### config.mk
export PLATFORM = sky130hd
export DESIGN_NAME = pipe_stage_reg_flat
export DESIGN_NICKNAME = d
export VERILOG_FILES = /design/src/rtl/pipe_pkg.sv /design/src/rtl/pipe_stage_reg_if.sv /design/src/rtl/pipe_stall_ctr.sv /design/src/rtl/pipe_stage_reg.sv /design/src/flat_wrapper.sv
export SDC_FILE = /design/constraint.sdc
export NUM_CORES = 1
export LEC_CHECK = 0
export ABC_AREA = 0
export CAP_MARGIN = 20
export CELL_PAD_IN_SITES_DETAIL_PLACEMENT = 2
export CELL_PAD_IN_SITES_GLOBAL_PLACEMENT = 2
export CORE_MARGIN = 10
export CORE_UTILIZATION = 35
export DETAILED_ROUTE_END_ITERATION = 16
export DONT_BUFFER_PORTS = 1
export GPL_TIMING_DRIVEN = 0
export HOLD_SLACK_MARGIN = 0.08
export PLACE_DENSITY_LB_ADDON = 0.1
export SLEW_MARGIN = 20
export SYNTH_ARGS = -nofsm -noshare
export SYNTH_HDL_FRONTEND = slang
export SYNTH_SLANG_ARGS = --single-unit
### constraint.sdc
create_clock -name clk -period 3.4 [get_ports clk]
set_clock_uncertainty 0.15 [all_clocks]
set_input_delay 0.17 -clock clk [delete_from_list [all_inputs] [get_ports clk]]
set_output_delay 0.17 -clock clk [all_outputs]
set_load 0.05 [all_outputs]
### src/rtl/pipe_pkg.sv
// rtl/pipe_pkg.sv - shared types and constants for the pipeline stage registers
package pipe_pkg;

  typedef enum logic [1:0] {
    EMPTY = 2'd0,
    ONE   = 2'd1,
    TWO   = 2'd2
  } occ_e;

  // Single-entry builds name their occupied state FULL.
  localparam occ_e FULL = ONE;

  localparam int unsigned PIPE_WIDTH_DEF = 32;
  localparam int unsigned PIPE_CNT_W_DEF = 16;

  localparam int unsigned IFID_W = 32;
  localparam int unsigned IDEX_W = 86;

endpackage

### src/rtl/pipe_stage_reg_if.sv
// rtl/pipe_stage_reg_if.sv - valid/ready payload handshake between pipeline stages
interface pipe_stage_reg_if #(
  parameter int unsigned WIDTH = pipe_pkg::PIPE_WIDTH_DEF
);
  logic             valid;
  logic             ready;
  logic [WIDTH-1:0] data;

  modport master (output valid, output data, input ready);
  modport slave  (input valid, input data, output ready);
endinterface

### src/rtl/pipe_stall_ctr.sv
// rtl/pipe_stall_ctr.sv - saturating stall-cycle counter with synchronous clear
module pipe_stall_ctr #(
  parameter int unsigned CNT_W = pipe_pkg::PIPE_CNT_W_DEF
) (
  input  logic             clk_i,
  input  logic             rst_ni,
  input  logic             clr_i,
  input  logic             inc_i,
  output logic [CNT_W-1:0] cnt_o
);

  logic [CNT_W-1:0] cnt_q, cnt_d;

  always_comb begin
    cnt_d = cnt_q;
    if (clr_i) begin
      cnt_d = '0;
    end else if (inc_i && (cnt_q != {CNT_W{1'b1}})) begin
      cnt_d = cnt_q + CNT_W'(1);
    end
  end

  always_ff @(posedge clk_i) begin
    if (!rst_ni) begin
      cnt_q <= '0;
    end else begin
      cnt_q <= cnt_d;
    end
  end

  assign cnt_o = cnt_q;

endmodule

### src/rtl/pipe_stage_reg.sv
// rtl/pipe_stage_reg.sv - elastic pipeline stage register with flush and stall counter
// PIPE_SKID_EN adds a skid entry so in_ready is registered (capacity 2).
module pipe_stage_reg
  import pipe_pkg::*;
#(
  parameter int unsigned      WIDTH    = PIPE_WIDTH_DEF,
  parameter int unsigned      CNT_W    = PIPE_CNT_W_DEF,
  parameter logic [WIDTH-1:0] RST_DATA = '0
) (
  input  logic              clk,
  input  logic              rst,
  pipe_stage_reg_if.slave   in_if,
  pipe_stage_reg_if.master  out_if,
  input  logic              flush,
  input  logic              stat_clr,
  output logic [CNT_W-1:0]  stall_cnt
);

  occ_e             state_q, state_d;
  logic [WIDTH-1:0] main_q, main_d;
  logic             in_xfer;
  logic             out_xfer;

  assign in_xfer  = in_if.valid && in_if.ready;
  assign out_xfer = out_if.valid && out_if.ready;

`ifdef PIPE_SKID_EN
  logic [WIDTH-1:0] skid_q, skid_d;

  always_ff @(posedge clk) begin
    if (!rst) begin
      state_q <= EMPTY;
      main_q  <= RST_DATA;
      skid_q  <= RST_DATA;
    end else begin
      state_q <= state_d;
      main_q  <= main_d;
      skid_q  <= skid_d;
    end
  end

  always_comb begin
    state_d = state_q;
    main_d  = main_q;
    skid_d  = skid_q;
    if (flush) begin
      state_d = EMPTY;
      main_d  = RST_DATA;
      skid_d  = RST_DATA;
    end else begin
      case (state_q)
        EMPTY: if (in_xfer) begin
          state_d = ONE;
          main_d  = in_if.data;
        end
        ONE: begin
          if (in_xfer && out_xfer) begin
            main_d = in_if.data;
          end else if (in_xfer) begin
            state_d = TWO;
            skid_d  = in_if.data;
          end else if (out_xfer) begin
            state_d = EMPTY;
          end
        end
        // in_ready is low here, so only a drain can happen.
        TWO: if (out_xfer) begin
          state_d = ONE;
          main_d  = skid_q;
        end
        default: state_d = EMPTY;
      endcase
    end
  end

  always_comb begin
    out_if.valid = (state_q != EMPTY);
    out_if.data  = main_q;
    in_if.ready  = (state_q != TWO);
  end
`else
  always_ff @(posedge clk) begin
    if (!rst) begin
      state_q <= EMPTY;
      main_q  <= RST_DATA;
    end else begin
      state_q <= state_d;
      main_q  <= main_d;
    end
  end

  always_comb begin
    state_d = state_q;
    main_d  = main_q;
    if (flush) begin
      state_d = EMPTY;
      main_d  = RST_DATA;
    end else begin
      case (state_q)
        EMPTY: if (in_xfer) begin
          state_d = FULL;
          main_d  = in_if.data;
        end
        // An input transfer while FULL implies the held entry drains too.
        FULL: begin
          if (in_xfer) begin
            main_d = in_if.data;
          end else if (out_xfer) begin
            state_d = EMPTY;
          end
        end
        default: state_d = EMPTY;
      endcase
    end
  end

  always_comb begin
    out_if.valid = (state_q != EMPTY);
    out_if.data  = main_q;
    in_if.ready  = (state_q == EMPTY) || out_if.ready;
  end
`endif

  pipe_stall_ctr #(
    .CNT_W (CNT_W)
  ) u_stall_ctr (
    .clk_i  (clk),
    .rst_ni (rst),
    .clr_i  (stat_clr),
    .inc_i  ((state_q != EMPTY) && !out_if.ready),
    .cnt_o  (stall_cnt)
  );

endmodule

### src/flat_wrapper.sv
// flat-port wrapper written by rule: the top's interface ports become plain ports
module pipe_stage_reg_flat import pipe_pkg::*;
#(
  parameter int unsigned      WIDTH    = PIPE_WIDTH_DEF,
  parameter int unsigned      CNT_W    = PIPE_CNT_W_DEF,
  parameter logic [WIDTH-1:0] RST_DATA = '0
)
  (clk, rst, flush, stat_clr, stall_cnt, in_if_valid, in_if_data, in_if_ready, out_if_valid, out_if_data, out_if_ready);
  pipe_stage_reg_if #(.WIDTH(WIDTH)) in_if_i ();
  pipe_stage_reg_if #(.WIDTH(WIDTH)) out_if_i ();
  input  logic clk;
  input  logic rst;
  input  logic flush;
  input  logic stat_clr;
  output logic [CNT_W-1:0] stall_cnt;
  input wire logic [$bits(in_if_i.valid)-1:0] in_if_valid;
  input wire logic [$bits(in_if_i.data)-1:0] in_if_data;
  output wire logic [$bits(in_if_i.ready)-1:0] in_if_ready;
  output wire logic [$bits(out_if_i.valid)-1:0] out_if_valid;
  output wire logic [$bits(out_if_i.data)-1:0] out_if_data;
  input wire logic [$bits(out_if_i.ready)-1:0] out_if_ready;
  assign in_if_i.valid = in_if_valid;
  assign in_if_i.data = in_if_data;
  assign in_if_ready = in_if_i.ready;
  assign out_if_valid = out_if_i.valid;
  assign out_if_data = out_if_i.data;
  assign out_if_i.ready = out_if_ready;
  pipe_stage_reg #(.WIDTH(WIDTH), .CNT_W(CNT_W), .RST_DATA(RST_DATA)) u_core (.clk(clk), .rst(rst), .in_if(in_if_i), .out_if(out_if_i), .flush(flush), .stat_clr(stat_clr), .stall_cnt(stall_cnt));
endmodule
==> flow_summary_export.csv <==
group,metric,value,unit
floorplan,initial_core_util,0.356,
synthesis,synth_most_common_cell,"nand2_1",
worst_setup_path,start_kind,"register",
synthesis,async_reset_ff_frac,0,
sta,fin_tns_setup,0,ns
synthesis,synth_warnings,0,
synthesis,ys.flop_type,"dfxtp_1",
worst_setup_path,crit_path_max_fanout,10,
finish,nNetsFinal,328,
min_path,hold_end,"u_core.u_stall_ctr.cnt_o[3]",
synthesis,syn_area,1950,um2
sta,maxSlewViolCount,0,
floorplan,die_w,94.7,um
worst_setup_path,end_kind,"register",
clock_network,cts_max_path_buffers,2,
sta,finalCritPeriodShare,0.900,
worst_setup_path,crit_path_start,"u_core.state_q[0]",
drt,wirelength,6780,um
min_path,min_path_cells,3,
synthesis,netlist_instances,242,
synthesis,yosysTopAreaCellShare,0.503,
finish,antennaDiodeCount,0,
synthesis,synth-edff-count,0,
power,pwr_density_cell,454,nW/um2
drt,post_drt_via_cell_ratio,5.30,
power,vdd_drop_max,205,uV
floorplan,rows,27,
worst_setup_path,criticalPathCategory,"register to register",
synthesis,avgSynthCellArea,8.06,um2
drt,post_drt_wl_per_cell,18.7,um
drt,drc,0,
synthesis,ys_top_cells_by_count,"72 x nand2_1, 49 x dfxtp_1, 42 x a21oi_1",
synthesis,syn_nets,281,
sta,max-slew-margin-rel,0.340,
clock_network,cts_tree,"yes",
place,numPortBuffers,0,
clock_network,ctsHtreeMaxLevel,2,
worst_setup_path,r2r_end,"u_core.out_if.data[19]",
sta,holdWs,0.189,ns
clock_network,hold_buffers,40,
sta,rsz0062_at_grt,"no",
flow_run,maxCapViolations,0,
place,gp_congestion,0.669,
sta,setup_viol,0,
synthesis,ys_seq_elements,49,
sta,fin_crit,3.06,ns
place,dp_hpwl,4660,um
global_routing,grt_pass1_vias,2179,
clock_network,cts_setup_buffers,0,
clock_network,cts_buffers,5,
sta,tightestPinTransition,0.981,ns
min_path,hold_path_class,"input pin to register",
synthesis,synth_seq_area_share,0.503,
synthesis,ys_top_cells_by_area,"dfxtp_1 50%, nand2_1 14%, a21oi_1 11%, o31ai_1 2.3%, or4_1 2.3%",
clock_network,insertion_delay,0.30,ns
finish,drive_gt1_frac,0.0483,
sta,hold_viol,0,
clock_network,cts_root_buf,"clkbuf_8",
worst_setup_path,cp_data_arrival_time,3.15,ns
global_routing,grt_max_degree,15,
synthesis,synth_top_area_cell,"dfxtp_1",
drt,drtPass1Iterations,4,
finish,area.growth.synth_to_final,31.4,%
drt,drt-initial-drc-count,23,
floorplan,io_pins,88,
global_routing,antenna_found_initial,0,
floorplan,die_h,94.7,um
clock_network,cts_resized,0,
global_routing,grt-ovfl-total,0,
min_path,hp-start,"out_if_ready",
global_routing,grt_pass1_wl,11200,um
global_routing,grt.total_usage,0.155,
worst_setup_path,r2r_slack,0.34,ns
power,leakage,0.869,nW
clock_network,cts.sinks,49,
outcome,status,"completed",
floorplan,dieArea,8960,um2
worst_setup_path,reg2regPathDepth,7,
floorplan,coreArea,5470,um2
clock_network,clkTransAtPathRegs,0.09,ns
sta,max_freq,0.327,GHz
drt,via_count,1918,
drt,ant_nets,0,
synthesis,synth_cell_types,36,
worst_setup_path,worstPathRequired,3.49,ns
worst_setup_path,r2r_start,"u_core.state_q[0]",
==> power breakdown <==
part	leakage, nW	switching, mW	internal [mW]	total [mW]
clock network	0.0585	0.192	0.240	0.432
logic	0.413	0.0483	0.0450	0.0932
registers	0.398	0.0540	0.586	0.640
total	0.869	0.294	0.871	1.17
==> cells in the final DEF, fill, tap and decap left out, types with 2 or more instances in the layout <==
| master | Yosys | layout |
|---|---|---|
| dfxtp_1 | 49 | 49 |
| o41ai_1 | 3 | 3 |
| inv_1 | 5 | 5 |
| nor2_1 | 7 | 7 |
| nand2_1 | 72 | 72 |
| nand3_1 | 4 | 4 |
| or4_1 | 6 | 6 |
| a21oi_1 | 42 | 42 |
| o31ai_1 | 6 | 6 |
| o21ai_0 | 3 | 3 |
| nor3_1 | 3 | 3 |
| dlygate4sd3_1 | 0 | 40 |
| nand4_1 | 2 | 2 |
| clkbuf_1 | 11 | 12 |
| nand2b_1 | 3 | 3 |
| or3_1 | 3 | 3 |
| clkbuf_8 | 0 | 6 |
| nor2b_1 | 2 | 2 |
==> layer usage <==
| metal | vias to the layer above | part of all wire | global-route usage |
|---|---|---|---|
| li1 | 931 | - | - |
| met1 | 931 | 0.39 | 0.163 |
| met2 | 49 | 0.51 | 0.277 |
| met3 | 7 | 0.092 | 0.0690 |
| met4 | 0 | 0.0090 | 0.0374 |
| met5 | - | 0 | 0 |
==> how the worst max path moves through the flow <==
stage | to | slack [ns] | cells past startpoint
floorplan | u_core.u_stall_ctr.cnt_o[10] | 0.93 | 5
global route | u_core.out_if.data[19] | 0.09 | 7
finish | u_core.out_if.data[19] | 0.34 | 7
detailed placement | u_core.u_stall_ctr.cnt_o[10] | 0.66 | 5
CTS | u_core.out_if.data[19] | 0.34 | 8
global placement | u_core.u_stall_ctr.cnt_o[3] | 0.52 | 4
==> final cells by class <==
class | instances | area (um2)
Timing Repair Buffer | 40 | 400
Buffer | 13 | 50.0
Clock buffer | 7 | 86.3
Inverter | 5 | 18.8
Tap cell | 72 | 90.1
Clock inverter | 1 | 30.0
Sequential cell | 49 | 981
Multi-Input combinational cell | 175 | 907
Fill cell | 657 | 2910
==> cells by family (layout without fill, tap and decap cells) <==
| group | Yosys count | after routing | synth area share |
|---|---|---|---|
| mux | 1 | 1 | 0.00513 |
| compound gates | 59 | 59 | 0.173 |
| simple gates | 113 | 113 | 0.273 |
| xor+xnor | 1 | 1 | 0.00449 |
| buf+inv | 18 | 66 | 0.0353 |
| flops | 49 | 49 | 0.503 |
| fa+ha+maj | 1 | 1 | 0.00641 |
==> worst max-delay path, cell delays in order, from the launching register on <==
cell	delay, ns
dfxtp_1	0.70
nor2b_1	0.27
inv_1	0.33
nand2_1	0.31
clkbuf_1	0.40
nand2_1	0.11
a21oi_1	0.16
dlygate4sd3_1	0.55
==> flip-flops by register name, indices dropped and copies added, names as in the netlist <==
register,flops
u_core.state_q,1
u_core.u_stall_ctr.cnt_o,16
u_core.out_if.data,32
==> through the flow <==
| stage | utilization | instances | worst slack [ns] | area (um2) | power (mW) |
|---|---|---|---|---|---|
| finish | 0.468 | 362 | 0.341 | 2560 | 1.17 |
| global route | 0.468 | 362 | 0.0895 | 2560 | 1.22 |
| CTS | 0.468 | 362 | 0.343 | 2560 | 1.18 |
| detailed placement | 0.374 | 314 | 0.658 | 2050 | 0.710 |
| global placement | 0.373 | 314 | 0.522 | 2040 | 0.708 |
| floorplan | - | 242 | 0.934 | 1950 | 0.691 |
No activity file was read; power rests on OpenSTA's default activity.
